`src/rtl/mc_pkg.sv`:
```
// Shared encodings for the multicycle MIPS main control and the ALU control decoder.
// The addi path in mc_control is compiled in only when MC_CTRL_ADDI_EN is defined.
package mc_pkg;

  localparam logic [3:0] S_IF      = 4'd0;
  localparam logic [3:0] S_ID      = 4'd1;
  localparam logic [3:0] S_MEM_ADR = 4'd2;
  localparam logic [3:0] S_MEM_RD  = 4'd3;
  localparam logic [3:0] S_MEM_WB  = 4'd4;
  localparam logic [3:0] S_MEM_WR  = 4'd5;
  localparam logic [3:0] S_R_EX    = 4'd6;
  localparam logic [3:0] S_R_WB    = 4'd7;
  localparam logic [3:0] S_BEQ     = 4'd8;
  localparam logic [3:0] S_J       = 4'd9;
  localparam logic [3:0] S_ADDI_EX = 4'd10;
  localparam logic [3:0] S_ADDI_WB = 4'd11;

  localparam logic [5:0] OP_R    = 6'b000000;
  localparam logic [5:0] OP_LW   = 6'b100011;
  localparam logic [5:0] OP_SW   = 6'b101011;
  localparam logic [5:0] OP_BEQ  = 6'b000100;
  localparam logic [5:0] OP_J    = 6'b000010;
  localparam logic [5:0] OP_ADDI = 6'b001000;

  localparam logic [1:0] ALUOP_ADD   = 2'b00;
  localparam logic [1:0] ALUOP_SUB   = 2'b01;
  localparam logic [1:0] ALUOP_FUNCT = 2'b10;

  localparam logic [1:0] ASB_B       = 2'b00;
  localparam logic [1:0] ASB_FOUR    = 2'b01;
  localparam logic [1:0] ASB_IMM     = 2'b10;
  localparam logic [1:0] ASB_IMM_SL2 = 2'b11;

  localparam logic [1:0] PCS_ALU    = 2'b00;
  localparam logic [1:0] PCS_ALUOUT = 2'b01;
  localparam logic [1:0] PCS_JUMP   = 2'b10;

  typedef struct packed {
    logic       pc_write;
    logic       pc_write_cond;
    logic       i_or_d;
    logic       mem_read;
    logic       mem_write;
    logic       mem_to_reg;
    logic       ir_write;
    logic       reg_write;
    logic       reg_dst;
    logic       alu_src_a;
    logic [1:0] alu_src_b;
    logic [1:0] pc_source;
    logic [1:0] alu_op;
    logic       retire;
  } ctrl_t;

endpackage

```
`src/rtl/mc_control_outdec.sv`:
```
// Combinational decode of FSM state (+ mem_ready for the IF/MEM_WR Mealy terms)
// into datapath controls. ADDI states decode only under MC_CTRL_ADDI_EN.
module mc_outdec
  import mc_pkg::*;
(
  input  logic [3:0] state_i,
  input  logic       mem_ready_i,
  output ctrl_t      ctrl_o
);

  always_comb begin
    ctrl_o = '0;
    case (state_i)
      S_IF: begin
        ctrl_o.mem_read  = 1'b1;
        ctrl_o.alu_src_b = ASB_FOUR;
        ctrl_o.ir_write  = mem_ready_i;
        ctrl_o.pc_write  = mem_ready_i;
      end
      S_ID: begin
        ctrl_o.alu_src_b = ASB_IMM_SL2;
        ctrl_o.alu_op    = ALUOP_ADD;
      end
`ifdef MC_CTRL_ADDI_EN
      S_MEM_ADR, S_ADDI_EX: begin
`else
      S_MEM_ADR: begin
`endif
        ctrl_o.alu_src_a = 1'b1;
        ctrl_o.alu_src_b = ASB_IMM;
        ctrl_o.alu_op    = ALUOP_ADD;
      end
      S_MEM_RD: begin
        ctrl_o.mem_read = 1'b1;
        ctrl_o.i_or_d   = 1'b1;
      end
      S_MEM_WR: begin
        ctrl_o.mem_write = 1'b1;
        ctrl_o.i_or_d    = 1'b1;
        ctrl_o.retire    = mem_ready_i;
      end
      S_MEM_WB: begin
        ctrl_o.reg_write  = 1'b1;
        ctrl_o.mem_to_reg = 1'b1;
        ctrl_o.retire     = 1'b1;
      end
      S_R_EX: begin
        ctrl_o.alu_src_a = 1'b1;
        ctrl_o.alu_src_b = ASB_B;
        ctrl_o.alu_op    = ALUOP_FUNCT;
      end
      S_R_WB: begin
        ctrl_o.reg_write = 1'b1;
        ctrl_o.reg_dst   = 1'b1;
        ctrl_o.retire    = 1'b1;
      end
`ifdef MC_CTRL_ADDI_EN
      S_ADDI_WB: begin
        ctrl_o.reg_write = 1'b1;
        ctrl_o.retire    = 1'b1;
      end
`endif
      S_BEQ: begin
        ctrl_o.alu_src_a     = 1'b1;
        ctrl_o.alu_op        = ALUOP_SUB;
        ctrl_o.pc_write_cond = 1'b1;
        ctrl_o.pc_source     = PCS_ALUOUT;
        ctrl_o.retire        = 1'b1;
      end
      S_J: begin
        ctrl_o.pc_write  = 1'b1;
        ctrl_o.pc_source = PCS_JUMP;
        ctrl_o.retire    = 1'b1;
      end
      default: ;
    endcase
  end

endmodule

```
`src/rtl/mc_control.sv`:
```
// Multicycle MIPS main control: state register + next-state logic; outputs via mc_outdec.
// Define MC_CTRL_ADDI_EN to compile in the addi path (otherwise addi decodes as illegal).
module mc_control
  import mc_pkg::*;
(
  input  logic       clk,
  input  logic       rst_n,
  input  logic [5:0] opcode,
  input  logic       mem_ready,
  output logic       PCWrite,
  output logic       PCWriteCond,
  output logic       IorD,
  output logic       MemRead,
  output logic       MemWrite,
  output logic       MemtoReg,
  output logic       IRWrite,
  output logic       RegWrite,
  output logic       RegDst,
  output logic       ALUSrcA,
  output logic [1:0] ALUSrcB,
  output logic [1:0] PCSource,
  output logic [1:0] ALUop,
  output logic [3:0] state,
  output logic       retire,
  output logic       illegal
);

  logic [3:0] state_q, state_d;
  logic       illegal_d;
  ctrl_t      ctrl;

  always_ff @(posedge clk or negedge rst_n) begin
    if (!rst_n) state_q <= S_IF;
    else        state_q <= state_d;
  end

  always_comb begin
    state_d   = S_IF;
    illegal_d = 1'b0;
    case (state_q)
      S_IF:     state_d = mem_ready ? S_ID : S_IF;
      S_ID: begin
        case (opcode)
          OP_LW, OP_SW: state_d = S_MEM_ADR;
          OP_R:         state_d = S_R_EX;
          OP_BEQ:       state_d = S_BEQ;
          OP_J:         state_d = S_J;
`ifdef MC_CTRL_ADDI_EN
          OP_ADDI:      state_d = S_ADDI_EX;
`endif
          default:      illegal_d = 1'b1;
        endcase
      end
      // opcode is still IR-held here; anything but lw/sw cannot reach MEM_ADR
      S_MEM_ADR: begin
        if (opcode == OP_LW)      state_d = S_MEM_RD;
        else if (opcode == OP_SW) state_d = S_MEM_WR;
      end
      S_MEM_RD:  state_d = mem_ready ? S_MEM_WB : S_MEM_RD;
      S_MEM_WR:  state_d = mem_ready ? S_IF : S_MEM_WR;
      S_R_EX:    state_d = S_R_WB;
`ifdef MC_CTRL_ADDI_EN
      S_ADDI_EX: state_d = S_ADDI_WB;
`endif
      default:   state_d = S_IF;
    endcase
  end

  mc_outdec u_outdec (
    .state_i     (state_q),
    .mem_ready_i (mem_ready),
    .ctrl_o      (ctrl)
  );

  assign PCWrite     = ctrl.pc_write;
  assign PCWriteCond = ctrl.pc_write_cond;
  assign IorD        = ctrl.i_or_d;
  assign MemRead     = ctrl.mem_read;
  assign MemWrite    = ctrl.mem_write;
  assign MemtoReg    = ctrl.mem_to_reg;
  assign IRWrite     = ctrl.ir_write;
  assign RegWrite    = ctrl.reg_write;
  assign RegDst      = ctrl.reg_dst;
  assign ALUSrcA     = ctrl.alu_src_a;
  assign ALUSrcB     = ctrl.alu_src_b;
  assign PCSource    = ctrl.pc_source;
  assign ALUop       = ctrl.alu_op;
  assign retire      = ctrl.retire;
  assign illegal     = illegal_d;
  assign state       = state_q;

endmodule

```
`config.mk`:
```
export PLATFORM = sky130hd
export DESIGN_NAME = mc_control
export DESIGN_NICKNAME = d
export VERILOG_FILES = /design/src/rtl/mc_pkg.sv /design/src/rtl/mc_control_outdec.sv /design/src/rtl/mc_control.sv
export SDC_FILE = /design/constraint.sdc
export NUM_CORES = 1
export LEC_CHECK = 0
export CAP_MARGIN = 20
export CORE_MARGIN = 5
export CORE_UTILIZATION = 40
export DETAILED_ROUTE_END_ITERATION = 10
export PLACE_DENSITY = 0.86
export SETUP_SLACK_MARGIN = 0.3
export SLEW_MARGIN = 30
export SYNTH_ARGS = -nofsm -noshare
export SYNTH_HDL_FRONTEND = slang
export SYNTH_SLANG_ARGS = --single-unit
```
`constraint.sdc`:
```
create_clock -name clk -period 1.8 [get_ports clk]
set_input_delay 0.27 -clock clk [delete_from_list [all_inputs] [get_ports clk]]
set_output_delay 0.27 -clock clk [all_outputs]
set_load 0.1 [all_outputs]
```
==> results of run 1 <==
-- Yosys cell counts (2+ instances only) --
| cell | count |
|---|---|
| dfrtp_1 | 4 |
| buf_4 | 2 |
| a21oi_1 | 2 |
| nor3_1 | 6 |
| nand2_1 | 4 |
| nor3b_1 | 2 |
| inv_1 | 2 |
| nand2b_1 | 6 |
| nor2b_1 | 3 |
| or3b_1 | 2 |
| buf_2 | 3 |
| o22ai_1 | 3 |
| nor2_1 | 7 |
| buf_6 | 4 |
-- metrics by stage --
stage	setup slack, ns	hold WS [ns]	cell area [um2]	std cells
3_3_place_gp	-0.0548	0.473	1360	124
2_1_floorplan	-0.565	-0.0256	806	72
-- cells by family after synthesis --
logic type             Yosys count  synth area share
buffers and inverters           11             0.146
flip-flops                       4             0.177
AND/OR/NAND/NOR                 38             0.413
XOR/XNOR                         2            0.0309
AO/OA/AOI/OAI                   16             0.216
multiplexers                     1            0.0177
==> results.md, run 1 <==
- The synthesized area per cell is 7.87 um2.
- Counting flops with an async set or reset pin after synthesis yields a share of 1.00.
- The area of the mapped netlist is 567 um2.
- The share of the synthesized area in the top cell type is 0.177.
- At the end of routability-driven placement, the weighted congestion stood at 0.917.
- Yosys mapped a number of flops with a built-in enable equal to 0.
- The tool reported: "[ERROR DPL-0038] Utilization greater than 100%, impossible to legalize".
- In this run, distinct cell masters in the synthesized netlist total 36.
- The floorplan step set the die height to 47.6 um.
- For this run, the number of Yosys warnings is 0.
- By area the synthesized netlist is led by dfrtp_1, buf_6, nand2b_1.
- The floorplan has 13 rows.
- The count of buffers inserted at the top-level ports is 30.
- In the synthesized netlist the dominant register cell turns out to be dfrtp_1.
- For this design the top-level I/O count stands at 31.
- The cell count after synthesis came out at 72.
- The flow did not finish.
- The last stage reached is 3_5_place_dp.
- From left edge to right edge, the die measures 47.6 um.
- The biggest area consumer among synthesized cells is dfrtp_1.
- For this configuration, the core starts out at a cell density of 0.430.
- Of the synthesized area, sequential elements account for 0.177.
- The flip-flop and latch count after synthesis is 4.
- The post-synthesis net count is 81.
==> run 2: changes to the inputs <==
--- a/config.mk
+++ b/config.mk
@@ -6,11 +6,10 @@
 export NUM_CORES = 1
 export LEC_CHECK = 0
 export CAP_MARGIN = 20
-export CORE_MARGIN = 5
-export CORE_UTILIZATION = 40
+export CORE_AREA = 5 5 66 68
 export DETAILED_ROUTE_END_ITERATION = 10
-export PLACE_DENSITY = 0.86
-export SETUP_SLACK_MARGIN = 0.3
+export DIE_AREA = 0 0 71 73
+export PLACE_DENSITY_LB_ADDON = 0.15
 export SLEW_MARGIN = 30
 export SYNTH_ARGS = -nofsm -noshare
 export SYNTH_HDL_FRONTEND = slang
==> run 2 against run 1 <==
Against the previous run:
- the flow now finishes, with violations (setup timing)
- synthesized area is the same
- synthesized cell count is the same
==> results.md, run 2 <==
- The count of buffers inserted at the top-level ports is 30 (unchanged).
- The worst setup path is captured at an output pin.
- Compared with the post-synthesis result, the final layout area differs by 191%.
- Setup repair after global routing could not meet its margin everywhere.
- The number of endpoints with negative hold slack in the final report is 0.
- The floorplan step defined a die boundary enclosing 5180 um2.
- The synthesized area per cell is 7.87 um2 (unchanged).
- The largest net degree at the start of global routing is 15.
- The half-perimeter wire length of the detailed placement result is 1.75 mm.
- The fraction of layout instances using a drive strength above 1 is 0.750.
- The worst-case vdd ir drop is 0.000301 V.
- The routed layout has 758 vias.
- Ranked by instance count, the synthesized netlist is headed by nor2_1, nand2b_1, nor3_1.
- TritonCTS built the clock tree.
- Clock tree synthesis selected as its root buffer the cell clkbuf_8.
- For this run, the leading register cell type out of synthesis is dfrtp_1.
- For this run, the top clock speed supported by timing is 554 MHz.
- The initial detailed-routing violation count is 11.
- Of the total power, registers draw 0.147.
- The pre-antenna-repair detailed-routing pass consisted of 4 iterations.
- The internal portion of the total power is 0.432 mW.
- The number of antenna violations at the first check in global routing is 0.
- The library cell used most frequently in the layout, excluding fill and tap cells, is buf_4.
- The class of the tightest hold or removal check is input port to async pin.
- Hold repair after CTS inserted 0 buffers.
- The worst-margin pin slew is 0.269 ns.
- The placement row count is 23 (+10).
- The fraction of power consumed by combinational cells is 0.608.
- The final reports fail on setup timing.
- The startpoint kind of the worst setup timing path is a register.
- The share of async-settable or async-resettable flops after synthesis is 1.00 (unchanged).
- The setup-violating endpoint count in the final report is 1.
- The required time of the critical path is 1.53 ns.
- The vias per cell is 4.26.
- The clock reaches the later pin of the worst-skew pair after 0.21 ns.
- The largest individual stage delay along the critical path comes from the cell dfrtp_4.
- The largest incremental delay on the critical path is 0.51 ns.
- The biggest area contributor in the post-synthesis netlist is dfrtp_1.
- The final estimated routing congestion in global placement is 0.728 (-21%).
- The count of cell types in the netlist was 36 (unchanged).
- In this run the power density over the cells is 462 nW/um2.
- Once detail routing completed, the nets flagged for antenna violations numbered 0.
- The repair_antennas step left the layout with diodes totalling 0.
- Of the total power, the share spent switching nets is 0.434.
- The final count of pins violating max slew was 0.
- The cell with the most instances after synthesis is nor2_1.
- The share of the yosys chip area belonging to registers came to 0.177 (unchanged).
- The share of the synthesized area in the top cell type is 0.177 (unchanged).
- Ranked by total cell area, the synthesized netlist is headed by dfrtp_1, buf_6, nand2b_1.
- Max-cap violations in this run came to 0.
- The number of enable-type register cells in the synthesized netlist is 0 (unchanged).
- The number of global-route vias before repair is 777.
- The largest fanout on the critical path is 6.
- The total overflow left after global routing is 0.
- The initial cell density of the core came to 0.149 (-0.281).
- In this run the power spent charging and discharging nets is 0.331 mW.
- The area occupied by multi-input gates is 629 um2.
- The core area is 3800 um2.
- The wire length of the first global-routing pass is 3.64 mm.
- The overall die width came to 71 um (+49%).
- The arrival time reported for the critical path endpoint is 1.53 ns.
- Wires add up to 2.28 mm.
- The clock passes through at most 2 buffers.
- The number of clock buffers added by TritonCTS is 3.
- After clock tree synthesis, the clock-pin slew on the worst setup and hold paths is 0.03 ns.
- The number of top-level design ports is 31 (unchanged).
- The layout has 370 filler cells.
- The post-route fraction of the period consumed by the critical path is 1.00.
- The total global routing track utilization is 0.0868.
- The classification of the worst setup path is register to output pin.
- The analysis attributes to cell leakage a power of 0.645 nW.
- The portion of total power attributed to the clock network is 0.245.
- The area of the mapped netlist is 567 um2 (unchanged).
- The flip-flop and latch count after synthesis came to 4 (unchanged).
- The post-synthesis net count is 81 (unchanged).
- CTS built an H-tree with a depth of 1.
- For this run, design rule violations remaining after detail routing come to 0.
- The library cells used most frequently in the layout, excluding fill and tap cells, are buf_4, buf_12, nor3_4.
- Traced cell by cell, the critical path runs through buf_6 -> or3b_4 -> nor2_4 -> buf_12.
- The shortest period the worst path allows is 1.80 ns.
- The clock sink count is 4.
- The clock arrives with 0.000925 ns of skew.
- The register with the most flip-flops in the layout has 4 of them.
- The flow ran to the end, but the final reports show violations.
- The count of warnings emitted by yosys came to 0 (unchanged).
- The sequential cell area in the final layout is 115 um2.
- Hold is met by 0.253 ns.
- The gate count of the mapped netlist is 72 (unchanged).
- The setup slack of the critical path after layout is -0.00484 ns.
- After detailed routing, the average wire length per cell comes to 12.8 um.
- At the end of the flow, the number of nets in the layout was 139.
- The chip height was 73 um (+53%).
- In this run the tightest slew margin relative to its limit is 0.820.
- The total negative slack is -0.00484 ns.
[run 2: cell counts after synthesis]
No cell type changed its count.
[run 2: cells by family (layout without fill, tap and decap cells)]
| logic type | Yosys count | in the layout | synth area share |
|---|---|---|---|
| muxes | 1 | 1 | 0.0177 |
| AOI/OAI and AO/OA | 16 | 16 | 0.216 |
| xor gates and xnor gates | 2 | 2 | 0.0309 |
| DFF | 4 | 4 | 0.177 |
| buffers and inverters | 11 | 67 | 0.146 |
| and+or+nand+nor | 38 | 38 | 0.413 |
[run 2: power groups by stage]
stage                     combinational [mW]  clock (mW)  sequential (mW)
after floorplan                        0.265           0            0.128
after global placement                 0.427           0            0.115
after detailed placement               0.428           0            0.115
after CTS                              0.436       0.192            0.113
after global routing                   0.483       0.201            0.113
final                                  0.464       0.187            0.112
[run 2: path summary, 6_finish.rpt]
check / depth (start not counted) / to / start / slack (ns)
setup / recovery: 4 / IRWrite / state[1] / -0.005
hold / removal: 1 / state[3] / rst_n / 0.25
setup reg to reg: 6 / state[0] / state[1] / 0.33
hold reg to reg: 2 / state[2] / state[3] / 0.68
max in group asynchronous: 1 / state[1] / rst_n / 1.37
min in group clk: 5 / state[3] / opcode[2] / 0.58
[run 2: what timing repair did]
action | 4_1_cts | 5_1_grt
setup endpoints to repair | 8 | 10
gates resized for setup | 5 | 20
setup buffers | 8 | 7
pin swaps | 1 | 7
[run 2: metal layers]
metal / up-vias / wire length (um) / global-route usage
li1: 370 / - / -
met1: 349 / 939 / 0.105
met2: 35 / 1170 / 0.144
met3: 4 / 139 / 0.0234
met4: 0 / 36 / 0.0376
met5: - / 0 / 0
[run 2: area by class of cell]
cell class	count	area share
inverters	2	0.00455
flip-flops and latches	4	0.0698
multi-input cells	57	0.382
repair buffers	62	0.481
well taps	50	0.0379
clock buffers	3	0.0250
[run 2: worst max-delay path: cells and delay by family (launching register included)]
family        cells  cell delay [ns]
flops             1             0.51
simple gates      2             0.49
buf+inv           2             0.32
[run 2: metrics by stage]
stage | instance area [um2] | total power, mW | std cells | utilization | setup slack [ns]
after floorplan | 796 | 0.393 | 72 | - | -0.565
after global placement | 1400 | 0.542 | 161 | 0.370 | -0.0446
after detailed placement | 1400 | 0.544 | 161 | 0.370 | -0.0802
after CTS | 1520 | 0.742 | 172 | 0.401 | -0.00720
after global routing | 1650 | 0.797 | 178 | 0.434 | -0.0570
final | 1650 | 0.762 | 178 | 0.434 | -0.00484
Note: power is estimated with default switching activity, not from simulation.
